**src/rtl/rf_arbiter_if.sv**
```systemverilog
// Register-file port bundle between the core pipeline, the debug requester and rf_arbiter.
// The master modport is the environment side; the arbiter uses slave.
interface rf_arbiter_if;
    logic [4:0]  id_reg1_raddr_i;
    logic [4:0]  id_reg2_raddr_i;
    logic        ex_reg_we_i;
    logic [4:0]  ex_reg_waddr_i;
    logic [31:0] ex_reg_wdata_i;
    logic        dbg_req_i;
    logic        dbg_we_i;
    logic [4:0]  dbg_addr_i;
    logic [31:0] dbg_wdata_i;
    logic [31:0] reg1_rdata_i;
    logic [4:0]  reg1_raddr_o;
    logic [4:0]  reg2_raddr_o;
    logic        reg_we_o;
    logic [4:0]  reg_waddr_o;
    logic [31:0] reg_wdata_o;
    logic        hold_o;
    logic        dbg_gnt_o;
    logic        dbg_ack_o;
    logic [31:0] dbg_rdata_o;

    modport master (
        output id_reg1_raddr_i, id_reg2_raddr_i, ex_reg_we_i, ex_reg_waddr_i, ex_reg_wdata_i,
        output dbg_req_i, dbg_we_i, dbg_addr_i, dbg_wdata_i, reg1_rdata_i,
        input  reg1_raddr_o, reg2_raddr_o, reg_we_o, reg_waddr_o, reg_wdata_o,
        input  hold_o, dbg_gnt_o, dbg_ack_o, dbg_rdata_o
    );

    modport slave (
        input  id_reg1_raddr_i, id_reg2_raddr_i, ex_reg_we_i, ex_reg_waddr_i, ex_reg_wdata_i,
        input  dbg_req_i, dbg_we_i, dbg_addr_i, dbg_wdata_i, reg1_rdata_i,
        output reg1_raddr_o, reg2_raddr_o, reg_we_o, reg_waddr_o, reg_wdata_o,
        output hold_o, dbg_gnt_o, dbg_ack_o, dbg_rdata_o
    );
endinterface

```
**src/rtl/rf_arbiter.sv**
```systemverilog
// Shares the register file between the core pipeline and a debug requester.
// Define RF_ARB_FAIRNESS_EN to bound grant windows (MAX_GRANT) and enforce core time (CORE_MIN).
module rf_arbiter #(
    parameter int unsigned MAX_GRANT = 8,
    parameter int unsigned CORE_MIN  = 4
) (
    input  logic        clk,
    input  logic        rst,
    rf_arbiter_if.slave bus
);
    typedef enum logic [1:0] {IDLE, DRAIN, GRANT, RELEASE} state_t;

    state_t      state_q, state_d;
    logic        ack_q, ack_d;
    logic [31:0] rdata_q, rdata_d;
    logic        access;
    logic        idle_ok;
    logic        win_done;

    // A core write always owns the write port, so a colliding debug access is simply not taken.
    assign access = !rst && (state_q == GRANT) && bus.dbg_req_i && !bus.ex_reg_we_i;

`ifdef RF_ARB_FAIRNESS_EN
    localparam int unsigned IW = $clog2(CORE_MIN + 2);
    localparam int unsigned AW = $clog2(MAX_GRANT + 2);

    logic [IW-1:0] idle_cnt_q, idle_cnt_d;
    logic [AW-1:0] acc_cnt_q, acc_cnt_d;

    always_comb begin
        idle_cnt_d = idle_cnt_q;
        acc_cnt_d  = acc_cnt_q;
        if (state_q == RELEASE) begin
            idle_cnt_d = '0;
        end else if ((state_q == IDLE) && (idle_cnt_q < IW'(CORE_MIN))) begin
            idle_cnt_d = idle_cnt_q + 1'b1;
        end
        if (state_q == DRAIN) begin
            acc_cnt_d = '0;
        end else if (access && (acc_cnt_q < AW'(MAX_GRANT))) begin
            acc_cnt_d = acc_cnt_q + 1'b1;
        end
    end

    always_ff @(posedge clk or posedge rst) begin
        if (rst) begin
            idle_cnt_q <= IW'(CORE_MIN);
            acc_cnt_q  <= '0;
        end else begin
            idle_cnt_q <= idle_cnt_d;
            acc_cnt_q  <= acc_cnt_d;
        end
    end

    assign idle_ok  = (idle_cnt_q >= IW'(CORE_MIN));
    assign win_done = access && ((acc_cnt_q + 1'b1) >= AW'(MAX_GRANT));
`else
    assign idle_ok  = 1'b1;
    assign win_done = 1'b0;
`endif

    always_comb begin
        state_d          = state_q;
        bus.reg1_raddr_o = bus.id_reg1_raddr_i;
        bus.reg2_raddr_o = bus.id_reg2_raddr_i;
        bus.reg_we_o     = bus.ex_reg_we_i;
        bus.reg_waddr_o  = bus.ex_reg_waddr_i;
        bus.reg_wdata_o  = bus.ex_reg_wdata_i;
        bus.hold_o       = 1'b0;
        bus.dbg_gnt_o    = 1'b0;
        case (state_q)
            IDLE: begin
                if (bus.dbg_req_i && idle_ok) state_d = DRAIN;
            end
            DRAIN: begin
                bus.hold_o = 1'b1;
                state_d    = GRANT;
            end
            GRANT: begin
                bus.hold_o       = 1'b1;
                bus.dbg_gnt_o    = 1'b1;
                bus.reg1_raddr_o = bus.dbg_addr_i;
                bus.reg2_raddr_o = '0;
                if (access) begin
                    bus.reg_we_o    = bus.dbg_we_i && (bus.dbg_addr_i != '0);
                    bus.reg_waddr_o = bus.dbg_addr_i;
                    bus.reg_wdata_o = bus.dbg_wdata_i;
                end
                if (!bus.dbg_req_i || win_done) state_d = RELEASE;
            end
            RELEASE: begin
                bus.hold_o = 1'b1;
                state_d    = IDLE;
            end
            default: state_d = IDLE;
        endcase
        // Outputs are forced low combinationally so reset takes effect without a clock edge.
        if (rst) begin
            bus.reg1_raddr_o = '0;
            bus.reg2_raddr_o = '0;
            bus.reg_we_o     = 1'b0;
            bus.reg_waddr_o  = '0;
            bus.reg_wdata_o  = '0;
            bus.hold_o       = 1'b0;
            bus.dbg_gnt_o    = 1'b0;
        end
    end

    always_comb begin
        ack_d   = access;
        rdata_d = rdata_q;
        if (access && !bus.dbg_we_i) rdata_d = bus.reg1_rdata_i;
    end

    always_ff @(posedge clk or posedge rst) begin
        if (rst) begin
            state_q <= IDLE;
            ack_q   <= 1'b0;
            rdata_q <= '0;
        end else begin
            state_q <= state_d;
            ack_q   <= ack_d;
            rdata_q <= rdata_d;
        end
    end

    assign bus.dbg_ack_o   = ack_q;
    assign bus.dbg_rdata_o = rdata_q;
endmodule

```
**src/flat_wrapper.sv**
```systemverilog
// flat-port wrapper written by rule: the top's interface ports become plain ports
module rf_arbiter_flat 
#(
    parameter int unsigned MAX_GRANT = 8,
    parameter int unsigned CORE_MIN  = 4
)
  (clk, rst, bus_id_reg1_raddr_i, bus_id_reg2_raddr_i, bus_ex_reg_we_i, bus_ex_reg_waddr_i, bus_ex_reg_wdata_i, bus_dbg_req_i, bus_dbg_we_i, bus_dbg_addr_i, bus_dbg_wdata_i, bus_reg1_rdata_i, bus_reg1_raddr_o, bus_reg2_raddr_o, bus_reg_we_o, bus_reg_waddr_o, bus_reg_wdata_o, bus_hold_o, bus_dbg_gnt_o, bus_dbg_ack_o, bus_dbg_rdata_o);
  rf_arbiter_if bus_i ();
  input  logic clk;
  input  logic rst;
  input wire logic [$bits(bus_i.id_reg1_raddr_i)-1:0] bus_id_reg1_raddr_i;
  input wire logic [$bits(bus_i.id_reg2_raddr_i)-1:0] bus_id_reg2_raddr_i;
  input wire logic [$bits(bus_i.ex_reg_we_i)-1:0] bus_ex_reg_we_i;
  input wire logic [$bits(bus_i.ex_reg_waddr_i)-1:0] bus_ex_reg_waddr_i;
  input wire logic [$bits(bus_i.ex_reg_wdata_i)-1:0] bus_ex_reg_wdata_i;
  input wire logic [$bits(bus_i.dbg_req_i)-1:0] bus_dbg_req_i;
  input wire logic [$bits(bus_i.dbg_we_i)-1:0] bus_dbg_we_i;
  input wire logic [$bits(bus_i.dbg_addr_i)-1:0] bus_dbg_addr_i;
  input wire logic [$bits(bus_i.dbg_wdata_i)-1:0] bus_dbg_wdata_i;
  input wire logic [$bits(bus_i.reg1_rdata_i)-1:0] bus_reg1_rdata_i;
  output wire logic [$bits(bus_i.reg1_raddr_o)-1:0] bus_reg1_raddr_o;
  output wire logic [$bits(bus_i.reg2_raddr_o)-1:0] bus_reg2_raddr_o;
  output wire logic [$bits(bus_i.reg_we_o)-1:0] bus_reg_we_o;
  output wire logic [$bits(bus_i.reg_waddr_o)-1:0] bus_reg_waddr_o;
  output wire logic [$bits(bus_i.reg_wdata_o)-1:0] bus_reg_wdata_o;
  output wire logic [$bits(bus_i.hold_o)-1:0] bus_hold_o;
  output wire logic [$bits(bus_i.dbg_gnt_o)-1:0] bus_dbg_gnt_o;
  output wire logic [$bits(bus_i.dbg_ack_o)-1:0] bus_dbg_ack_o;
  output wire logic [$bits(bus_i.dbg_rdata_o)-1:0] bus_dbg_rdata_o;
  assign bus_i.id_reg1_raddr_i = bus_id_reg1_raddr_i;
  assign bus_i.id_reg2_raddr_i = bus_id_reg2_raddr_i;
  assign bus_i.ex_reg_we_i = bus_ex_reg_we_i;
  assign bus_i.ex_reg_waddr_i = bus_ex_reg_waddr_i;
  assign bus_i.ex_reg_wdata_i = bus_ex_reg_wdata_i;
  assign bus_i.dbg_req_i = bus_dbg_req_i;
  assign bus_i.dbg_we_i = bus_dbg_we_i;
  assign bus_i.dbg_addr_i = bus_dbg_addr_i;
  assign bus_i.dbg_wdata_i = bus_dbg_wdata_i;
  assign bus_i.reg1_rdata_i = bus_reg1_rdata_i;
  assign bus_reg1_raddr_o = bus_i.reg1_raddr_o;
  assign bus_reg2_raddr_o = bus_i.reg2_raddr_o;
  assign bus_reg_we_o = bus_i.reg_we_o;
  assign bus_reg_waddr_o = bus_i.reg_waddr_o;
  assign bus_reg_wdata_o = bus_i.reg_wdata_o;
  assign bus_hold_o = bus_i.hold_o;
  assign bus_dbg_gnt_o = bus_i.dbg_gnt_o;
  assign bus_dbg_ack_o = bus_i.dbg_ack_o;
  assign bus_dbg_rdata_o = bus_i.dbg_rdata_o;
  rf_arbiter #(.MAX_GRANT(MAX_GRANT), .CORE_MIN(CORE_MIN)) u_core (.clk(clk), .rst(rst), .bus(bus_i));
endmodule
```
**config.mk**
```make
export PLATFORM = sky130hd
export DESIGN_NAME = rf_arbiter_flat
export DESIGN_NICKNAME = d
export VERILOG_FILES = /design/src/rtl/rf_arbiter_if.sv /design/src/rtl/rf_arbiter.sv /design/src/flat_wrapper.sv
export SDC_FILE = /design/constraint.sdc
export NUM_CORES = 1
export LEC_CHECK = 0
export ABC_AREA = 1
export CAP_MARGIN = 20
export CELL_PAD_IN_SITES_DETAIL_PLACEMENT = 0
export CELL_PAD_IN_SITES_GLOBAL_PLACEMENT = 1
export CORE_MARGIN = 1
export CORE_UTILIZATION = 20
export DETAILED_ROUTE_END_ITERATION = 10
export PLACE_DENSITY_LB_ADDON = 0.1
export SYNTH_ARGS = -nofsm -noshare
export SYNTH_HDL_FRONTEND = slang
export SYNTH_SLANG_ARGS = --single-unit
```
**constraint.sdc**
```tcl
create_clock -name clk -period 5.2 [get_ports clk]
set_clock_uncertainty 0.1 [all_clocks]
set_input_delay 0.78 -clock clk [delete_from_list [all_inputs] [get_ports clk]]
set_output_delay 0.78 -clock clk [all_outputs]
set_load 0.02 [all_outputs]
```
# Yosys cells after proc, flatten, opt, wreduce, memory -nomap -nowiden
# Index checks and enable logic that the tools add are counted.
op_classes:
  eq_ne: 5
  n_mux: 20
  n_reduce_logical: 12
op_table:
  columns: ["cell", "n"]
  rows:
  - ["2-to-1 mux 32 bit", 3]
  - ["2-to-1 mux 5 bit", 7]
  - ["one-hot mux 2 bit (4 select lines)", 1]
  - ["2-to-1 mux 1 bit", 7]
  - ["logical AND 1 bit", 5]
  - ["nonzero test 5 bit", 1]
  - ["equality test 2 bit (second input constant)", 2]
  - ["2-to-1 mux 2 bit", 2]
  - ["!= test 2 bit (second input constant)", 2]
  - ["zero test 1 bit", 3]
  - ["OR reduction 3 bit", 1]
  - ["equality test 2 x 1 -> 1 bit (second input constant)", 1]
  - ["zero test 2 bit", 1]
  - ["AND reduction 2 bit", 1]
word_totals:
  reg_bits: 35
  output_inout_bits: 83

# Longest topological paths before layout
# Gate-level depths: netlist of the first run.
logic_depth:
  depth_word: 7
  mapped_depth: 8

# Worst setup path after synthesis of the first run
# No wires, ideal clock.
synth_path:
  path_kind: "input -> output"
  startpoint: "input port rst"
  endpoint: "output port bus_reg1_raddr_o[0]"
  arrival_time_ns: 2.664
  path_slack_ns: 1.656
  stages: 5
  path_cell_list: "buf_4 clkinv_4 clkbuf_1 nand3_1 o21ai_0"
synth_between:
  elab_chain_len: 1
synth_rtl:
  columns: ["item", "line", "text"]
  rows:
  - ["start, declared", "flat_wrapper.sv:10", "input logic rst;"]
  - ["2-to-1 mux 5 bit", "rf_arbiter.sv:98", "if (rst) begin"]
  - ["end, declared", "flat_wrapper.sv:21", "output wire logic [$bits(bus_i.reg1_raddr_o)-1:0] bus_reg1_raddr_o;"]
# No other way between the ends.

# Final worst setup path of the first run
layout_path:
  startpoint: "input port rst"
  endpoint: "output port bus_reg_wdata_o[12]"
layout_between:
  elab_chain_len: 7
layout_rtl:
  columns: ["item", "line", "text"]
  rows:
  - ["zero test 1 bit (no line)", null, null]
  - ["logical AND 1 bit (3 in series)", "rf_arbiter.sv:21", "assign access = !rst && (state_q == GRANT) && bus.dbg_req_i && !bus.ex_reg_we_i;"]
  - ["2-to-1 mux 32 bit", "rf_arbiter.sv:84", "if (access) begin"]
  - ["2-to-1 mux 32 bit", "rf_arbiter.sv:71", "case (state_q)"]
  - ["2-to-1 mux 32 bit *", "rf_arbiter.sv:98", null]
  - ["end, declared", "flat_wrapper.sv:25", "output wire logic [$bits(bus_i.reg_wdata_o)-1:0] bus_reg_wdata_o;"]
# Every way passes the cells marked *; elsewhere a longest branch is shown, timed or not.

==> impl.org, run 1 <==
** Run status
- Outcome :: finished clean

** Clock tree
- Clock-pin slew was measured on the worst setup and hold paths at 0.07 ns.
- Counting the buffers created by CTS gives 5.
- Clock latency at the later pin of the worst-skew pair :: 0.29 ns
- The number of gates resized after CTS was 0.
- Hold_buf cts :: 0
- Cell at the root of the clock tree :: clkbuf_8
- The clock tree synthesis step divided the H-tree into 2 levels.
- For this design, the sink count on the clock tree is 35.
- Number of buffers on the longest clock path :: 2
- Clock tree from TritonCTS :: done
- In this run the post-CTS setup repair buffer count came out at 0.

** Pwr
- Total power divided by cell area :: 381.8 nW/µm²
- Across the VDD grid, the largest voltage drop is 0.1719 mV.
- Summed over all cells, the static leakage comes to 0.001906 µW.

** Critical path
- The worst register-to-register path begins at u_core.state_q[0].
- Flop2flop setup slack :: 2.25 ns
- Capture point of the worst reg-to-reg path :: u_core.bus.dbg_rdata_o[14]
- Most common cell on crit path :: clkdlybuf4s50_1
- Counting buffers and inverters, the worst setup path is 6 cells deep.
- Walking the worst path, the cells encountered are clkdlybuf4s50_1 > clkinv_4 > buf_4 > nand2_1 > o21ai_0 > clkdlybuf4s50_1.
- Setup CP Type :: in -> out
- For this run, the slowest stage of the critical path takes 0.69 ns.
- Among all stages on the critical path, the largest delay is contributed by buf_4.
- The worst setup path is captured at an output pin.
- STA classifies the critical path startpoint as an input port.
- Worst Reg2Reg Path Length in Cells :: 9
- For the worst setup path, the data arrival time is 3.25 ns.
- Among cell families on the critical path, the largest total delay comes from buffers and inverters.
- Worst path buffer plus inverter count :: 4
- Required time at the endpoint of the critical path :: 4.32 ns
- Maximum fanout along the worst path :: 77

** Drt
- Summed over all layers, the routed wires come to 8474 µm.
- Detailed-router iteration count before antenna repair :: 6
- Summing over every cut layer, the via total after detailed routing is 2658.
- After detailed routing, the average wire length per cell comes to 13.22 µm.
- Post-detailed-route count of antenna-violating nets :: 0
- Starting DRT DRC Count :: 122
- After detailed routing, the number of vias per cell comes to 4.147.
- # DRC :: 0

** Min path
- The worst hold path begins at u_core.bus.dbg_rdata_o[19].
- In this run the worst hold path is classified as reg -> reg.
- The worst hold path terminates at u_core.bus.dbg_rdata_o[19].
- Along the worst hold path, the cell count comes to 2.

** Timing
- The number of endpoints with negative hold slack in the final report is 0.
- At the pin with the least slew margin, the transition time is 0.8875 ns.
- Count of endpoints failing setup in the final report :: 0
- Min setup slack post-route :: 1.071 ns
- Across all hold checks on the routed design, the worst slack comes to 0.3696 ns.
- Timing would allow up to 242.2 MHz.
- Max Transition Viols Final :: 0
- Relative slew slack :: 40.83%
- Summed over all failing endpoints, the final setup total negative slack is 0 ns.
- The worst path uses 79.40% of the clock period.
- Shortest period the worst path allows :: 4.129 ns
- Setup repair after global routing left no endpoint under its margin.

** Global route
- Global routing consumed, over all layers together, 15.05% of the routing resources.
- Antenna violations before repair :: 0
- Entering global routing, the biggest net connects 78 pins.
- First-pass GRT wire length :: 13190 µm
- Via count of the first global-routing pass :: 2551
- Total grt overflow :: 0

** Synthesis
- Post-synthesis sequential area ratio :: 41.40%
- After synthesis the netlist holds a flip-flop and latch count of 35.
- Averaged over all synthesized cells, the footprint is 6.803 µm².
- When the netlist entered floorplanning its net count stood at 435.
- Synthesis Warnings :: 0
- The netlist uses 16 different library cells.
- Summing every instance area after synthesis gives 2116 µm².
- Number of instances in the synthesized netlist :: 311

** Floorplan
- The floorplan step defined a die boundary enclosing 10990 µm².
- Std cell rows :: 37
- Placeable core region :: 10280 µm²
- In this run the vertical extent of the chip is 104.9 µm.
- During I/O placement, the number of pins put on the boundary was 204.
- From left edge to right edge, the die measures 104.9 µm.
- Initial core utilization :: 20.59%

** Layout
- The post-route netlist has 3.366% of its cells at a drive strength greater than 1.
- The final layout contains 628 nets.
- Count of antenna diodes in the layout :: 0
- For this run, the share of the core covered by cells in the final layout is 42.39%.
- From synthesis to final layout, the design area changed by 105.9%.

** Placed design
- HPWL after detailed placement :: 6426 µm
- Post-placement worst setup slack :: 0.9698 ns
- Routability cong. :: 0.7775
- Port buffering added 203 buffers.

** Job
- The tool flagged a number of max-cap violations equal to 0.
[metal layers]
layer | wire length [µm] | GRT usage (%) | vias up
met5 | 0 | 0 | -
met4 | 104 | 4.024 | 0
met3 | 994 | 6.425 | 7
met2 | 4128 | 26.21 | 129
met1 | 3246 | 16.71 | 1144
li1 | - | - | 1378
[kinds of logic after synthesis]
logic type / count (synthesis) / synth area share [%]
fa+ha+maj: 3 / 1.774
compound gates: 46 / 10.88
buf+inv: 35 / 8.161
flops: 35 / 41.40
simple gates: 192 / 37.79
[per-stage QoR]
stage          instance area, µm²  std cells  power [µW]
6_report                     4357        641        1663
5_1_grt                      4357        641        1780
4_1_cts                      4342        640        1688
3_5_place_dp                 4229        632        1434
3_3_place_gp                 4229        632        1425
2_1_floorplan                2116        311       924.9
[power by group]
group          switching (µW)  leakage [µW]  internal [µW]
combinational             487       0.00140            462
sequential               65.4      0.000446            402
clock                     104     0.0000581            143
total                     656       0.00191           1010
[worst max-delay path by stage]
stage | start | end | slack (ns)
6_report | rst | bus_reg_wdata_o[12] | 1.07
3_3_place_gp | rst | bus_reg_wdata_o[6] | 0.95
5_1_grt | rst | bus_reg_wdata_o[12] | 0.83
3_5_place_dp | rst | bus_reg_wdata_o[12] | 0.97
4_1_cts | rst | bus_reg_wdata_o[6] | 0.97
2_1_floorplan | rst | bus_reg1_raddr_o[0] | 1.66
[flip-flops by register name, indices dropped and copies added, names as in the netlist]
name	flops
u_core.state_q	2
u_core.bus.dbg_rdata_o	32
u_core.bus.dbg_ack_o	1
[synth_stat cells]
cell | number | area (µm²)
nand3_1 | 44 | 220.2
a21oi_1 | 4 | 20.02
inv_1 | 11 | 41.29
o21ai_0 | 42 | 210.2
nor2_1 | 11 | 41.29
dfrtp_1 | 35 | 875.8
nand2_4 | 1 | 11.26
ha_1 | 3 | 37.54
inv_2 | 1 | 3.750
clkinv_4 | 1 | 8.760
nand2_1 | 135 | 506.7
clkbuf_1 | 10 | 37.54
nor2_8 | 1 | 20.02
buf_6 | 3 | 33.78
buf_4 | 1 | 7.510
buf_2 | 8 | 40.04
[cell usage in the layout (no fill, tap or decap), drive strengths merged]
| cell type | n |
|---|---|
| a21oi | 4 |
| buf | 5 |
| bufinv | 1 |
| clkbuf | 5 |
| clkdlybuf4s50 | 203 |
| clkinv | 3 |
| dfrtp | 35 |
| ha | 3 |
| inv | 12 |
| nand2 | 136 |
| nand3 | 44 |
| nor2 | 12 |
| o21ai | 42 |
[cell type report]
cell class	instances	area [µm²]
Clock inverter	3	43.79
Fill cell	1111	5921
Tap cell	136	170.2
Sequential cell	35	875.8
Timing Repair Buffer	208	2077
Multi-Input combinational cell	241	1067
Clock buffer	5	68.82
Inverter	13	53.80
[tightest hold or removal path, stage by stage (launching register included)]
cell and delay, ns:
dfrtp_1 0.34, nand2_1 0.05, nand2_1 0.05
Power figures use the tool's default switching activity.
==> run 2, diff against run 1 <==
--- a/config.mk
+++ b/config.mk
@@ -10,7 +10,7 @@
 export CELL_PAD_IN_SITES_DETAIL_PLACEMENT = 0
 export CELL_PAD_IN_SITES_GLOBAL_PLACEMENT = 1
 export CORE_MARGIN = 1
-export CORE_UTILIZATION = 20
+export CORE_UTILIZATION = 19
 export DETAILED_ROUTE_END_ITERATION = 10
 export PLACE_DENSITY_LB_ADDON = 0.1
 export SYNTH_ARGS = -nofsm -noshare
==> constraint.sdc (replaced) <==
create_clock -name clk -period 3.8 [get_ports clk]
set_clock_uncertainty 0.1 [all_clocks]
set_input_delay 0.57 -clock clk [delete_from_list [all_inputs] [get_ports clk]]
set_output_delay 0.57 -clock clk [all_outputs]
set_load 0.02 [all_outputs]
==> run 2 against run 1 <==
The run now ends with DRC left. Non-clock buffer count grew 2. Sequential power grew 37%. Worst hold slack gained 0.0032 ns. Register-to-register slack lost 0.17 ns.
==> impl.org, run 2 (synthesis gave the netlist of run 1 again) <==
** Run status
- The run finished, with violations left.
- The checks that failed: DRC.

** Timing
- For the pin with the worst max-slew slack, the measured transition is 0.4606 ns.
- Unrepaired setup endpoints after global routing :: no
- The number of endpoints with negative hold slack in the final report came to 0.
- Max Transition Viols Final :: 0
- The worst path uses 85.07% of the clock period.
- Final total negative setup slack :: 0 ns
- Relative slew slack :: 69.30%
- Count of endpoints failing setup in the final report :: 0
- Shortest period the worst path allows :: 3.232 ns
- Static timing analysis puts the maximum clock frequency at 309.4 MHz.

** Critical path
- On the critical path the largest part of the delay comes from buffers and inverters.
- Worst path buffer plus inverter count :: 4
- Setup CP Type :: in -> out
- CP Depth :: 6
- Counting cells, the worst reg-to-reg path comes to 8.
- The slowest stage of the critical path is the clkdlybuf4s50_1 cell.
- Tracing the worst setup path back leads to its startpoint at rst.
- Maximum single-stage delay on the critical path :: 0.67 ns
- Kind of start point of the critical path :: input port
- Required time at the endpoint of the critical path :: 3.13 ns
- Crit end category :: output pin
- For the worst setup path, the data arrival time is 2.56 ns.
- The worst register-to-register path begins at u_core.state_q[0].
- Most common cell on crit path :: clkdlybuf4s50_1
- Critical Path, Cell by Cell :: clkdlybuf4s50_1 > clkinv_4 > buf_4 > nand2_1 > o21ai_0 > clkdlybuf4s50_1
- Along the worst path, the maximum fanout reaches 43.

** Layout
- In the layout the commonest cells are clkdlybuf4s50_1 (203), nand2_1 (135), nand3_1 (44).
- Number of nets at the end of the flow :: 630
- Most frequent standard cell in the layout excluding fill and tap cells :: clkdlybuf4s50_1
- From synthesis to final layout, the design area changed by 107.1%.
- Counting the fill cells in the layout gives 1147.
- The post-route netlist has 3.748% of its cells at a drive strength greater than 1.
- Largest register FFs :: 32
- Cell area after layout :: 4382 µm²
- Count of antenna diodes in the layout :: 0

** Pwr
- Power spread over the standard cell area amounts to 520.5 nW/µm².
- Across the VDD grid, the largest voltage drop is 0.1952 mV.
- The design draws 2281 µW.
- For this design the static power due to leakage is 0.001915 µW.

** Min path
- In this run the most critical hold path is launched from u_core.bus.dbg_rdata_o[22].
- Worst min path class :: reg -> reg
- Along the worst hold path, the cell count comes to 2.

** Drt
- Wires add up to 8480 µm.
- Before antenna repair, the detailed router went through 7 iterations.
- The routed layout has 2703 vias.
- Routed wire length per instance :: 13.11 µm
- # DRC :: 2
- Via-to-Cell Ratio :: 4.178
- For this block, the initial DRC count from the detailed router was 116.
- Post-detailed-route count of antenna-violating nets :: 0

** Clock tree
- Inserted Clock Buffers :: 5
- CTS built an H-tree with a depth of 2.
- Clock tree from TritonCTS :: done
- For this design, the sink count on the clock tree is 35.
- Clock latency at the later pin of the worst-skew pair :: 0.28 ns
- The tree is rooted in a clkbuf_8.
- Number of buffers on the longest clock path :: 2
- Number of gates resized after CTS :: 0
- In this run the post-CTS setup repair buffer count came out at 0.
- Hold_buf cts :: 0
- Clock slew at the register clock pins of the worst setup and hold paths :: 0.07 ns

** Floorplan
- The floorplan step set the die height to 107.5 µm.
- Die Width :: 107.5 µm
- 204 I/O pins were placed.
- Std cell rows :: 38
- The region available for standard cell placement spans 10840 µm².
- Once the floorplan was initialized, standard cells occupied 19.52% of the core.
- The floorplan step defined a die boundary enclosing 11560 µm².

** Global route
- GRT Util Overall :: 14.58%
- Entering global routing, the biggest net connects 76 pins.
- For this run the aggregate overflow at the end of global routing stands at 0.
- The first global-routing pass estimated 13120 µm of wire.
- Antenna violations before repair :: 0
- The number of global-route vias before repair came to 2656.

** Placed design
- Input and output buffers added on the ports amount to 203.
- Total cell area at the placement stage :: 4269 µm²
- HPWL after detailed placement :: 6572 µm
- Routability cong. :: 0.7452

** Job
- The tool flagged a number of max-cap violations equal to 0.
run 2: cell type report:
type	instances	area, µm²	area share, %
clock buffer	5	68.82	1.571
clock inverter	3	43.79	0.9994
inverter	13	53.80	1.228
multi-input combinational	241	1067	24.36
sequential	35	875.8	19.99
tap	140	175.2	3.998
timing repair buffer	210	2097	47.86
run 2: tightest hold or removal path: stages (launching register included):
cell and delay, ns:
dfrtp_1 0.34, nand2_1 0.05, nand2_1 0.05
run 2: path summary, 6_finish.rpt:
path / end / slack (ns)
max: bus_reg_wdata_o[29] / 0.57
min: u_core.bus.dbg_rdata_o[22] / 0.37
max reg2reg: u_core.bus.dbg_rdata_o[8] / 2.08
min reg2reg: u_core.bus.dbg_rdata_o[22] / 0.37
max in group asynchronous: u_core.bus.dbg_rdata_o[21] / 2.07
min in group asynchronous: u_core.bus.dbg_rdata_o[30] / 1.20
run 2: through the flow:
step	util (%)	worst slack [ns]	hold slack, ns	cells
3_5_place_dp	39.38	0.5270	0.3576	639
2_1_floorplan	-	0.6756	0.4283	311
5_1_grt	40.42	0.4264	0.3972	647
6_report	40.42	0.5675	0.3728	647
4_1_cts	40.42	0.5161	0.3748	647
3_3_place_gp	39.38	0.5333	0.3526	639
run 2: metal layers:
| metal | track usage (%) | up-vias | share of wire [%] |
|---|---|---|---|
| met5 | 0 | - | 0 |
| met1 | 15.59 | 1204 | 38 |
| li1 | - | 1380 | - |
| met4 | 3.229 | 0 | 0.50 |
| met3 | 5.387 | 2 | 9.8 |
| met2 | 27.01 | 117 | 51 |
run 2: where the power goes:
part / internal (µW) / switching, µW / total, µW
combinational: 634 / 672 / 1310
clock: 195 / 140 / 335
sequential: 550 / 88.4 / 639
==> run 3, diff against run 2 <==
--- a/config.mk
+++ b/config.mk
@@ -9,7 +9,6 @@
 export CAP_MARGIN = 20
 export CELL_PAD_IN_SITES_DETAIL_PLACEMENT = 0
 export CELL_PAD_IN_SITES_GLOBAL_PLACEMENT = 1
-export CORE_MARGIN = 1
 export CORE_UTILIZATION = 19
 export DETAILED_ROUTE_END_ITERATION = 10
 export PLACE_DENSITY_LB_ADDON = 0.1
==> results of run 3 <==
Same layout as run 2: the final DEF is identical, and so are final timing and power.
==> RTL edit: new RTL, settings of run 3 <==
Build with the macro `RF_ARB_FAIRNESS_EN` defined.
--- a/src/rtl/rf_arbiter.sv
+++ b/src/rtl/rf_arbiter.sv
@@ -1,4 +1,6 @@
 // Shares the register file between the core pipeline and a debug requester.
 // Define RF_ARB_FAIRNESS_EN to bound grant windows (MAX_GRANT) and enforce core time (CORE_MIN).
+`define RF_ARB_FAIRNESS_EN
+
 module rf_arbiter #(
     parameter int unsigned MAX_GRANT = 8,
Formal check against the unedited RTL: not equivalent (a bounded check fails within 10 cycles, from zero or initial values and one cycle with rst high).
==> RTL edit against run 3 <==
  * Register-to-register slack worse by 0.72 ns
  * Cell area is 13% higher
  * Die area up 24%
  * Sequential share of layout area rose by 1.2 points
  * Clock power increased by 31%
  * Wire length up 11%
  * Sequential power up 15%
  * Synthesized area rose by 25%
  * Sequential cell count grew 7
  * Power rose by 9.4%
  * Setup slack improved by 0.038 ns
  * Utilization decreased by 3.4 points
==> RTL edit: results (changes against run 3) <==
metric	value	unit	change
Clock transition at path regs	0.06	ns	
cts bufs inserted	5		unchanged
M3 GR Usage	3.52	%	-1.9 points
layout cells sized above 1	9.75	%	+6.0 points
top cells by count, synth	nand2_1 (114), inv_1 (50), o21ai_0 (45)		
met1 GRT Util	15.8	%	+0.18 points
Worst Hold Class	flop to flop		
Peak VDD IR	0.221	mV	+13%
leakage	2.23	nW	+16%
Largest register FFs	32		unchanged
register area share after synthesis	39.9	%	-1.5 points
predominant post-synthesis flop cell	dfrtp_1		
Clock Tree Root	clkbuf_16		
Synth cell types	21		+5
antenna violations before repair	0		unchanged
largest net degree at the start of global routing	65		-14%
met1 wire length	3870	um	+19%
met2 Use GR	24.1	%	-2.9 points
clk buf depth	2		unchanged
crit-path leading delay family	buffers and inverters		
Initial DRC Count	132		+14%
DR top layer	met4		
vias in the first global route	2816		+6.0%
# fillers	1371		+20%
relative slew slack	46.4	%	-23 points
Clk Latency, worst-skew pair	0.28	ns	about the same
delay of the slowest cell on the worst path	0.63	ns	-0.04 ns
async set or reset register ratio after synthesis	100	%	unchanged
DR WL/cell	12.9	um	-1.3%
drt pass-1 iters	4		-3
Buffers on Ports	203		unchanged
vias per cell	3.94		-5.7%
n_diodes	0		unchanged
Final HPWL DP	7500	um	+14%
Crit-path slowest cell	clkdlybuf4s50_1		
first-pass GRT wire length	15000	um	+15%
outcome	finished, final reports clean		
buffer count from post-CTS setup fixing	0		unchanged
NumNets Final	681		+8.1%
final RePlAce weighted congestion	0.818		+9.8%
CTS resizes	0		unchanged
met3 WL	613	um	-27%
worst-path fanout max	19		-56%
top post-synthesis cells by area	dfrtp_1 (39%), nand2_1 (16%), o21ai_2 (11%)		
met2 wire len	4810	um	+11%
syn_nets	484		+11%
GRT Overall Usage	13.5	%	-1.1 points
# H-tree levels	2		unchanged
Worst EP arrival	2.52	ns	-0.04 ns
## RTL edit: cell count changes after synthesis, sizes merged, moves of 2 or more
| cell | change |
|---|---|
| inv | +39 |
| o21ai | +35 |
| nand3 | -27 |
| nand2 | -21 |
| dfrtp | +6 |
| ha | +4 |
| nor2 | +4 |
| clkbuf | -2 |
## RTL edit: worst reg2reg max path: cells and delay by family, from the launching register on
| family | cells | cell delay, ns |
|---|---|---|
| compound gates | 1 | 0.06 |
| fa+ha+maj | 1 | 0.18 |
| buf+inv | 3 | 0.61 |
| flops | 1 | 0.42 |
| simple gates | 4 | 0.93 |
## RTL edit: logic make-up (layout without fill, tap and decap cells)
group / Yosys count / after routing / synth area share (%)
buffers and inverters: 73 / 271 / 12.9
XOR/XNOR: 1 / 1 / 0.332
adder cells (fa/ha/maj): 7 / 7 / 3.32
AO/OA/AOI/OAI: 82 / 82 / 20.1
flip-flops: 42 / 42 / 39.9
AND/OR/NAND/NOR: 151 / 151 / 23.4
## RTL edit: worst paths after layout
kind                                                              from                                      to  slack (ns)  cells past startpoint
worst max-delay path                                     bus_dbg_req_i                     bus_reg_wdata_o[17]        0.61                      7
worst min-delay path            u_core.bus.dbg_rdata_o[10]$_DFFE_PP0P_  u_core.bus.dbg_rdata_o[10]$_DFFE_PP0P_        0.38                      2
worst max register to register           u_core.state_q[0]$_DFFE_PP0P_  u_core.bus.dbg_rdata_o[29]$_DFFE_PP0P_        1.36                      9
worst min register to register  u_core.bus.dbg_rdata_o[10]$_DFFE_PP0P_  u_core.bus.dbg_rdata_o[10]$_DFFE_PP0P_        0.38                      2
max in group asynchronous                                          rst        u_core.idle_cnt_q[2]$_DFFE_PP1P_        1.98                      4
min in group asynchronous                                          rst          u_core.bus.dbg_ack_o$_DFF_PP0_        0.69                      3
## RTL edit: power breakdown
part / total, mW / internal (mW) / switching (mW)
Clock: 0.438 / 0.260 / 0.178
Sequential: 0.735 / 0.629 / 0.106
Combinational: 1.32 / 0.651 / 0.671
## RTL edit: metrics by stage
step / worst slack [ns] / hold WS (ns) / std cells / area, um2
final: 0.606 / 0.381 / 730 / 4960
after floorplan: 0.468 / 0.390 / 356 / 2640
after global placement: 0.631 / 0.364 / 722 / 4810
after global routing: 0.445 / 0.397 / 730 / 4960
after CTS: 0.570 / 0.383 / 730 / 4960
after detailed placement: 0.570 / 0.367 / 722 / 4810
## RTL edit: layout make-up
type | count | area (um2) | area share (%)
clock inverters | 2 | 12.5 | 0.252
clock buffers | 6 | 139 | 2.80
inverters | 52 | 196 | 3.96
multi-input cells | 241 | 1240 | 25.1
repair buffers | 211 | 2090 | 42.2
well taps | 176 | 220 | 4.44
flip-flops and latches | 42 | 1050 | 21.2
